`src/rtl/battle_sequencer.sv`:
```
// Battle turn controller: player HP, NUM_MON monster HP counters, menu/target
// selection from key edges. Optional macro BATTLE_HEAL_EN enables healing on dmg_valid.
module battle_sequencer #(
  parameter int HP_W       = 8,
  parameter int NUM_MON    = 2,
  parameter int MAX_HP     = 100,
  parameter int PLAYER_ATK = 10
) (
  input  logic                    clk,
  input  logic                    reset,
  input  logic [3:0]              keyboard,
  input  logic                    atk_done,
  input  logic                    atk_pass,
  input  logic                    dmg_valid,
  input  logic [HP_W-1:0]         damage,
  input  logic                    heal,
  input  logic                    dodge_done,
  output logic [7:0]              state,
  output logic [HP_W-1:0]         player_hp,
  output logic [NUM_MON*HP_W-1:0] mon_hp,
  output logic [2:0]              target,
  output logic                    is_move,
  output logic                    start_dmg,
  output logic                    is_death,
  output logic                    is_win
);

  typedef enum logic [2:0] {
    S_IDLE   = 3'd0,
    S_MENU   = 3'd1,
    S_TARGET = 3'd2,
    S_ATTACK = 3'd3,
    S_DODGE  = 3'd4,
    S_DEAD   = 3'd5,
    S_WIN    = 3'd6
  } state_e;

  localparam logic [3:0] KEY_LEFT    = 4'b0001;
  localparam logic [3:0] KEY_RIGHT   = 4'b0010;
  localparam logic [3:0] KEY_CONFIRM = 4'b0011;
  localparam logic [3:0] KEY_CANCEL  = 4'b0100;
  localparam logic [3:0] KEY_START   = 4'b1000;

  localparam logic [HP_W-1:0] HP_FULL  = HP_W'(MAX_HP);
  localparam logic [HP_W-1:0] ATK_FULL = HP_W'(PLAYER_ATK);
  localparam logic [HP_W-1:0] ATK_HALF = HP_W'(PLAYER_ATK >> 1);
  localparam logic [2:0]      TGT_LAST = 3'(NUM_MON - 1);

  state_e          state_q, state_d;
  logic [3:0]      key_prev_q;
  logic [HP_W-1:0] player_hp_q, player_hp_d;
  logic [HP_W-1:0] mon_hp_q [NUM_MON];
  logic [HP_W-1:0] mon_hp_d [NUM_MON];
  logic [2:0]      target_q, target_d;
  logic            is_move_q, start_dmg_q, is_death_q, is_win_q;
  logic [3:0]      key;
  logic            tgt_alive;
  logic            all_dead;
  logic [HP_W-1:0] atk_amt;

  function automatic logic [HP_W-1:0] sat_sub(input logic [HP_W-1:0] a,
                                              input logic [HP_W-1:0] b);
    return (a > b) ? (a - b) : '0;
  endfunction

`ifdef BATTLE_HEAL_EN
  function automatic logic [HP_W-1:0] sat_add_max(input logic [HP_W-1:0] a,
                                                  input logic [HP_W-1:0] b);
    logic [HP_W:0] sum;
    sum = {1'b0, a} + {1'b0, b};
    return (sum > {1'b0, HP_FULL}) ? HP_FULL : sum[HP_W-1:0];
  endfunction
`else
  logic heal_unused;
  assign heal_unused = heal;
`endif

  // Only the first cycle of a press produces a key; held keys read as none.
  always_comb begin
    key = ((keyboard != 4'd0) && (key_prev_q == 4'd0)) ? keyboard : 4'd0;
  end

  always_comb begin
    state_d     = state_q;
    player_hp_d = player_hp_q;
    target_d    = target_q;
    all_dead    = 1'b0;
    tgt_alive   = 1'b0;
    atk_amt     = atk_pass ? ATK_FULL : ATK_HALF;
    for (int i = 0; i < NUM_MON; i++) begin
      mon_hp_d[i] = mon_hp_q[i];
      if (3'(i) == target_q && mon_hp_q[i] != '0) tgt_alive = 1'b1;
    end

    case (state_q)
      S_IDLE, S_DEAD, S_WIN: begin
        if (key == KEY_START) begin
          state_d     = S_MENU;
          player_hp_d = HP_FULL;
          target_d    = 3'd0;
          for (int i = 0; i < NUM_MON; i++) mon_hp_d[i] = HP_FULL;
        end
      end
      S_MENU: begin
        if (key == KEY_CONFIRM)     state_d = S_TARGET;
        else if (key == KEY_CANCEL) state_d = S_DODGE;
      end
      S_TARGET: begin
        if (key == KEY_LEFT)
          target_d = (target_q == 3'd0) ? TGT_LAST : target_q - 3'd1;
        else if (key == KEY_RIGHT)
          target_d = (target_q == TGT_LAST) ? 3'd0 : target_q + 3'd1;
        else if (key == KEY_CONFIRM && tgt_alive)
          state_d = S_ATTACK;
        else if (key == KEY_CANCEL)
          state_d = S_MENU;
      end
      S_ATTACK: begin
        if (atk_done) begin
          all_dead = 1'b1;
          for (int i = 0; i < NUM_MON; i++) begin
            if (3'(i) == target_q) mon_hp_d[i] = sat_sub(mon_hp_q[i], atk_amt);
            if (mon_hp_d[i] != '0) all_dead = 1'b0;
          end
          state_d = all_dead ? S_WIN : S_DODGE;
        end
      end
      S_DODGE: begin
        if (dmg_valid) begin
`ifdef BATTLE_HEAL_EN
          player_hp_d = heal ? sat_add_max(player_hp_q, damage)
                             : sat_sub(player_hp_q, damage);
`else
          player_hp_d = sat_sub(player_hp_q, damage);
`endif
        end
        // Death outranks a simultaneous dodge_done.
        if (player_hp_d == '0) state_d = S_DEAD;
        else if (dodge_done)   state_d = S_MENU;
      end
      default: state_d = S_IDLE;
    endcase
  end

  always_ff @(posedge clk or posedge reset) begin
    if (reset) begin
      state_q     <= S_IDLE;
      key_prev_q  <= 4'd0;
      player_hp_q <= '0;
      target_q    <= 3'd0;
      is_move_q   <= 1'b0;
      start_dmg_q <= 1'b0;
      is_death_q  <= 1'b0;
      is_win_q    <= 1'b0;
      for (int i = 0; i < NUM_MON; i++) mon_hp_q[i] <= '0;
    end else begin
      state_q     <= state_d;
      key_prev_q  <= keyboard;
      player_hp_q <= player_hp_d;
      target_q    <= target_d;
      is_move_q   <= (state_d == S_DODGE);
      start_dmg_q <= (state_d == S_DODGE) && (state_q != S_DODGE);
      is_death_q  <= (state_d == S_DEAD);
      is_win_q    <= (state_d == S_WIN);
      for (int i = 0; i < NUM_MON; i++) mon_hp_q[i] <= mon_hp_d[i];
    end
  end

  for (genvar g = 0; g < NUM_MON; g++) begin : g_mon_out
    assign mon_hp[g*HP_W +: HP_W] = mon_hp_q[g];
  end

  assign state     = {5'd0, state_q};
  assign player_hp = player_hp_q;
  assign target    = target_q;
  assign is_move   = is_move_q;
  assign start_dmg = start_dmg_q;
  assign is_death  = is_death_q;
  assign is_win    = is_win_q;

endmodule

```
`config.mk`:
```
export PLATFORM = sky130hd
export DESIGN_NAME = battle_sequencer
export DESIGN_NICKNAME = d
export VERILOG_FILES = /design/src/rtl/battle_sequencer.sv
export SDC_FILE = /design/constraint.sdc
export NUM_CORES = 1
export LEC_CHECK = 0
export CORE_ASPECT_RATIO = 0.5
export CORE_UTILIZATION = 45
export CTS_CLUSTER_DIAMETER = 80
export DETAILED_ROUTE_END_ITERATION = 10
export PLACE_DENSITY = 0.82
export REMOVE_ABC_BUFFERS = 1
export SYNTH_ARGS = -nofsm -noshare
export SYNTH_HDL_FRONTEND = slang
export SYNTH_SLANG_ARGS = --single-unit
```
`constraint.sdc`:
```
create_clock -name clk -period 3.14 [get_ports clk]
set_input_delay 0.628 -clock clk [delete_from_list [all_inputs] [get_ports clk]]
set_output_delay 0.628 -clock clk [all_outputs]
set_load 0.05 [all_outputs]
```
==> results of run 1 <==
==> logic make-up after synthesis <==
| logic type | after synthesis |
|---|---|
| other | 1 |
| AOI/OAI and AO/OA | 108 |
| DFF | 38 |
| adders and majority gates | 22 |
| buffers and inverters | 44 |
| muxes | 1 |
| xor gates and xnor gates | 11 |
| and+or+nand+nor | 147 |
==> final cells by class <==
type | count | share of cell area, %
multi-input combinational | 294 | 47.5
tap | 88 | 2.67
timing repair buffer | 94 | 20.3
clock inverter | 1 | 0.728
inverter | 28 | 2.55
sequential | 38 | 23.1
clock buffer | 7 | 3.22
==> worst max-delay path by stage <==
stage	depth (start not counted)	slack [ns]	end
after detailed placement	10	-0.38	state_q[0]
final	10	0.13	state_q[0]
after global placement	10	-0.34	state_q[0]
after global routing	10	-0.001	state_q[0]
after CTS	11	-0.01	is_move
after floorplan	10	0.008	state_q[0]
==> cell usage in the layout, fill, tap and decap left out, drive strengths merged, types with 5 or more instances in the layout <==
cell / synthesis / final
nor3: 12 / 12
a21o: 6 / 6
a31oi: 5 / 5
nand2b: 7 / 7
nor4: 9 / 9
nor2: 31 / 31
xor2: 7 / 7
ha: 18 / 18
inv: 28 / 28
conb: 1 / 5
a21oi: 24 / 24
o21a: 8 / 8
nand3: 13 / 13
clkbuf: 9 / 7
dfrtp: 38 / 38
nand4: 5 / 5
clkdlybuf4s50: 0 / 50
or3: 9 / 9
o21ai: 33 / 33
nand2: 35 / 35
buf: 7 / 43
==> where the power goes <==
group	total [W]	switching [W]	leakage, nW	internal, W
registers	0.000722	0.000148	0.494	0.000574
clock network	0.000565	0.000190	0.0781	0.000375
logic	0.00163	0.000920	1.24	0.000714
==> critical path, stage by stage <==
cell,delay [ns]
clkdlybuf4s50_1,0.41
ha_2,0.19
fa_2,0.33
nand2b_1,0.16
a21oi_2,0.17
a41oi_1,0.13
or3_4,0.43
a31oi_4,0.18
nor4_4,0.07
or3b_2,0.47
==> timing repair <==
action                                  CTS  global route
pin swaps                                 2             3
endpoints found under the setup margin    6             7
endpoints found under the hold margin     0             0
cloned                                    0             0
buffers inserted                          0             2
resized for setup                         5            12
==> routing by layer <==
metal	vias to the layer above	track usage [%]	share of wire, %
li1	1525	-	-
met1	1446	30.0	48
met2	86	39.3	47
met3	9	3.34	4.2
met4	0	5.31	0.90
met5	-	0	0
==> sequential cells by signal, summed over array words and instances (netlist names) <==
name / flops
target: 3
mon_hp: 16
player_hp: 8
state_q: 3
is_win: 1
is_death: 1
start_dmg: 1
key_prev_q: 4
is_move: 1
==> metrics by stage <==
stage                     worst slack, ns  hold slack, ns  utilization (%)  area (sq um)  setup TNS (ns)
after global placement             -0.343           0.529             61.7          3860           -2.21
after detailed placement           -0.385           0.557             61.7          3860           -2.59
after CTS                         -0.0138           0.570             64.7          4050         -0.0138
after global routing             -0.00112           0.599             65.9          4120        -0.00112
final                               0.128           0.566             65.9          4120               0
after floorplan                   0.00849           0.659                -          2930               0
==> summary.txt, run 1 <==
Setup path
  • Reg2reg start: player_hp[0]
  • Crit-path max FO: 4
  • Crit. Startpoint: damage[0]
  • Critical Path RT: 3.29 ns
  • Crit path kind: in -> reg
  • CP Capture Type: register
  • CP arrival: 3.17 ns
  • R2r worst-path depth: 10
  • Worst reg2reg endpoint: state_q[0]
  • R2R setup slack: 0.42 ns
  • Crit start category: primary input

Finish
  • Share of post-route cells with drive strength above 1: 15.2%
  • P&R area growth vs syn: 37.3%
  • Multi-input logic area: 0.00196 sq mm
  • ANT cells: 0
  • Sequential cell area: 951 sq um
  • # fillers: 516
  • Layout Cells excl Fill: 550
  • Fin nets: 501

Floorplanning
  • FP Rows: 20
  • IO Count: 58
  • Height of the chip: 59.8 microns
  • Initial core utilization: 48.0%
  • Core Area: 0.00626 sq mm
  • Die area: 0.00703 sq mm
  • Die X: 118 microns

CTS
  • Reg clk slew, reported paths: 0.06 ns
  • CTS H-Tree Depth: 2
  • Insertion delay to the later sink of the worst-skew pair: 0.28 ns
  • Root buf cell: clkbuf_16
  • Hold_buf cts: 0
  • CTS max path bufs: 2
  • CTS tree: built
  • Num CTS Buffers: 5
  • # clock sinks: 38

STA
  • Max frequency: 0.332 GHz
  • Least-Margin Pin Slew: 0.675 ns
  • Final Skew: 0.00260 ns
  • Final setup vio count: 0
  • Fin crit share: 95.9%
  • Min Tclk post-route: 3.01 ns
  • Fin. Hold Viols: 0
  • Max-slew violations: 0
  • Relative slew margins: 54.6%

Yosys
  • Post-Synthesis Cells: 372
  • Register area share after synthesis: 31.7%
  • Most common library cells after synthesis: dfrtp_1 (38), nand2_1 (35), o21ai_0 (33), nor2_1 (31), inv_1 (28)
  • Compound-Gate Fraction of Synth Area: 23.2%
  • Yosys warnings: 0
  • Synth Area in XOR/XNOR: 3.21%
  • Synth top area share: 31.7%
  • Post-synthesis adder-cell area fraction: 9.83%
  • Area leader, netlist: dfrtp_1
  • Area contributors post-synth: dfrtp_1 (32%), ha_1 (7.5%), o21ai_0 (5.5%)
  • Synth cell types: 55
  • Most common cell in the netlist: dfrtp_1
  • Multiplexer share of the synthesized area: 0.375%
  • Yosys reg bits: 38
  • Fraction of registers with async set/reset: 100%
  • Post-synth top flop: dfrtp_1
  • EDFF count, synth: 0
  • Main combinational cell family by area after synthesis: simple AND/OR/NAND/NOR gates
  • Mean post-synth cell area: 8.08 sq um
  • Synthesized area: 0.00300 sq mm
  • Simple-gate share of the synthesized area: 25.2%

Pwr
  • Worst vdd ir: 564 uV
  • Cell Pwr Density: 708 mW/mm^2
  • Pleak: 1.81 nW
  • Total power: 0.00292 W

Global routing
  • Vias in the first global route: 2787
  • First-pass GRT wire length: 12700 microns
  • Gr usage total: 22.5%
  • Antenna violations before repair: 0
  • Total gr overflow: 0
  • Largest net degree at the start of global routing: 39

Run status
  • Status: finished, final reports clean

Detailed routing
  • Vias: 3066
  • WL/cell: 14.1 microns
  • DRT antenna net count: 0
  • Pre-antenna DRT Iters: 5
  • # DRC: 0
  • Initial drt markers: 285
  • Post-Route WL: 7780 microns
  • Detail-routed via count per cell: 5.57

Min path
  • Min-Delay Endpoint: mon_hp[2]
  • Hold WC Path Type: reg -> reg
  • Hold depth: 2
  • Hold Crit Start: mon_hp[2]

Place
  • Port bufs: 51
  • Placed cells: 540
  • GPL Wtd Cong: 0.937
  • Dpl hpwl: 5680 microns

Run
  • Max cap viols: 0
Power figures use the tool's default switching activity.
==> inputs of run 2 (changes only) <==
--- a/config.mk
+++ b/config.mk
@@ -5,6 +5,7 @@
 export SDC_FILE = /design/constraint.sdc
 export NUM_CORES = 1
 export LEC_CHECK = 0
+export ABC_CLOCK_PERIOD_IN_PS = 3140
 export CORE_ASPECT_RATIO = 0.5
 export CORE_UTILIZATION = 45
 export CTS_CLUSTER_DIAMETER = 80
==> results of run 2 <==
No change in the layout: final DEF, timing and power equal those of run 1.
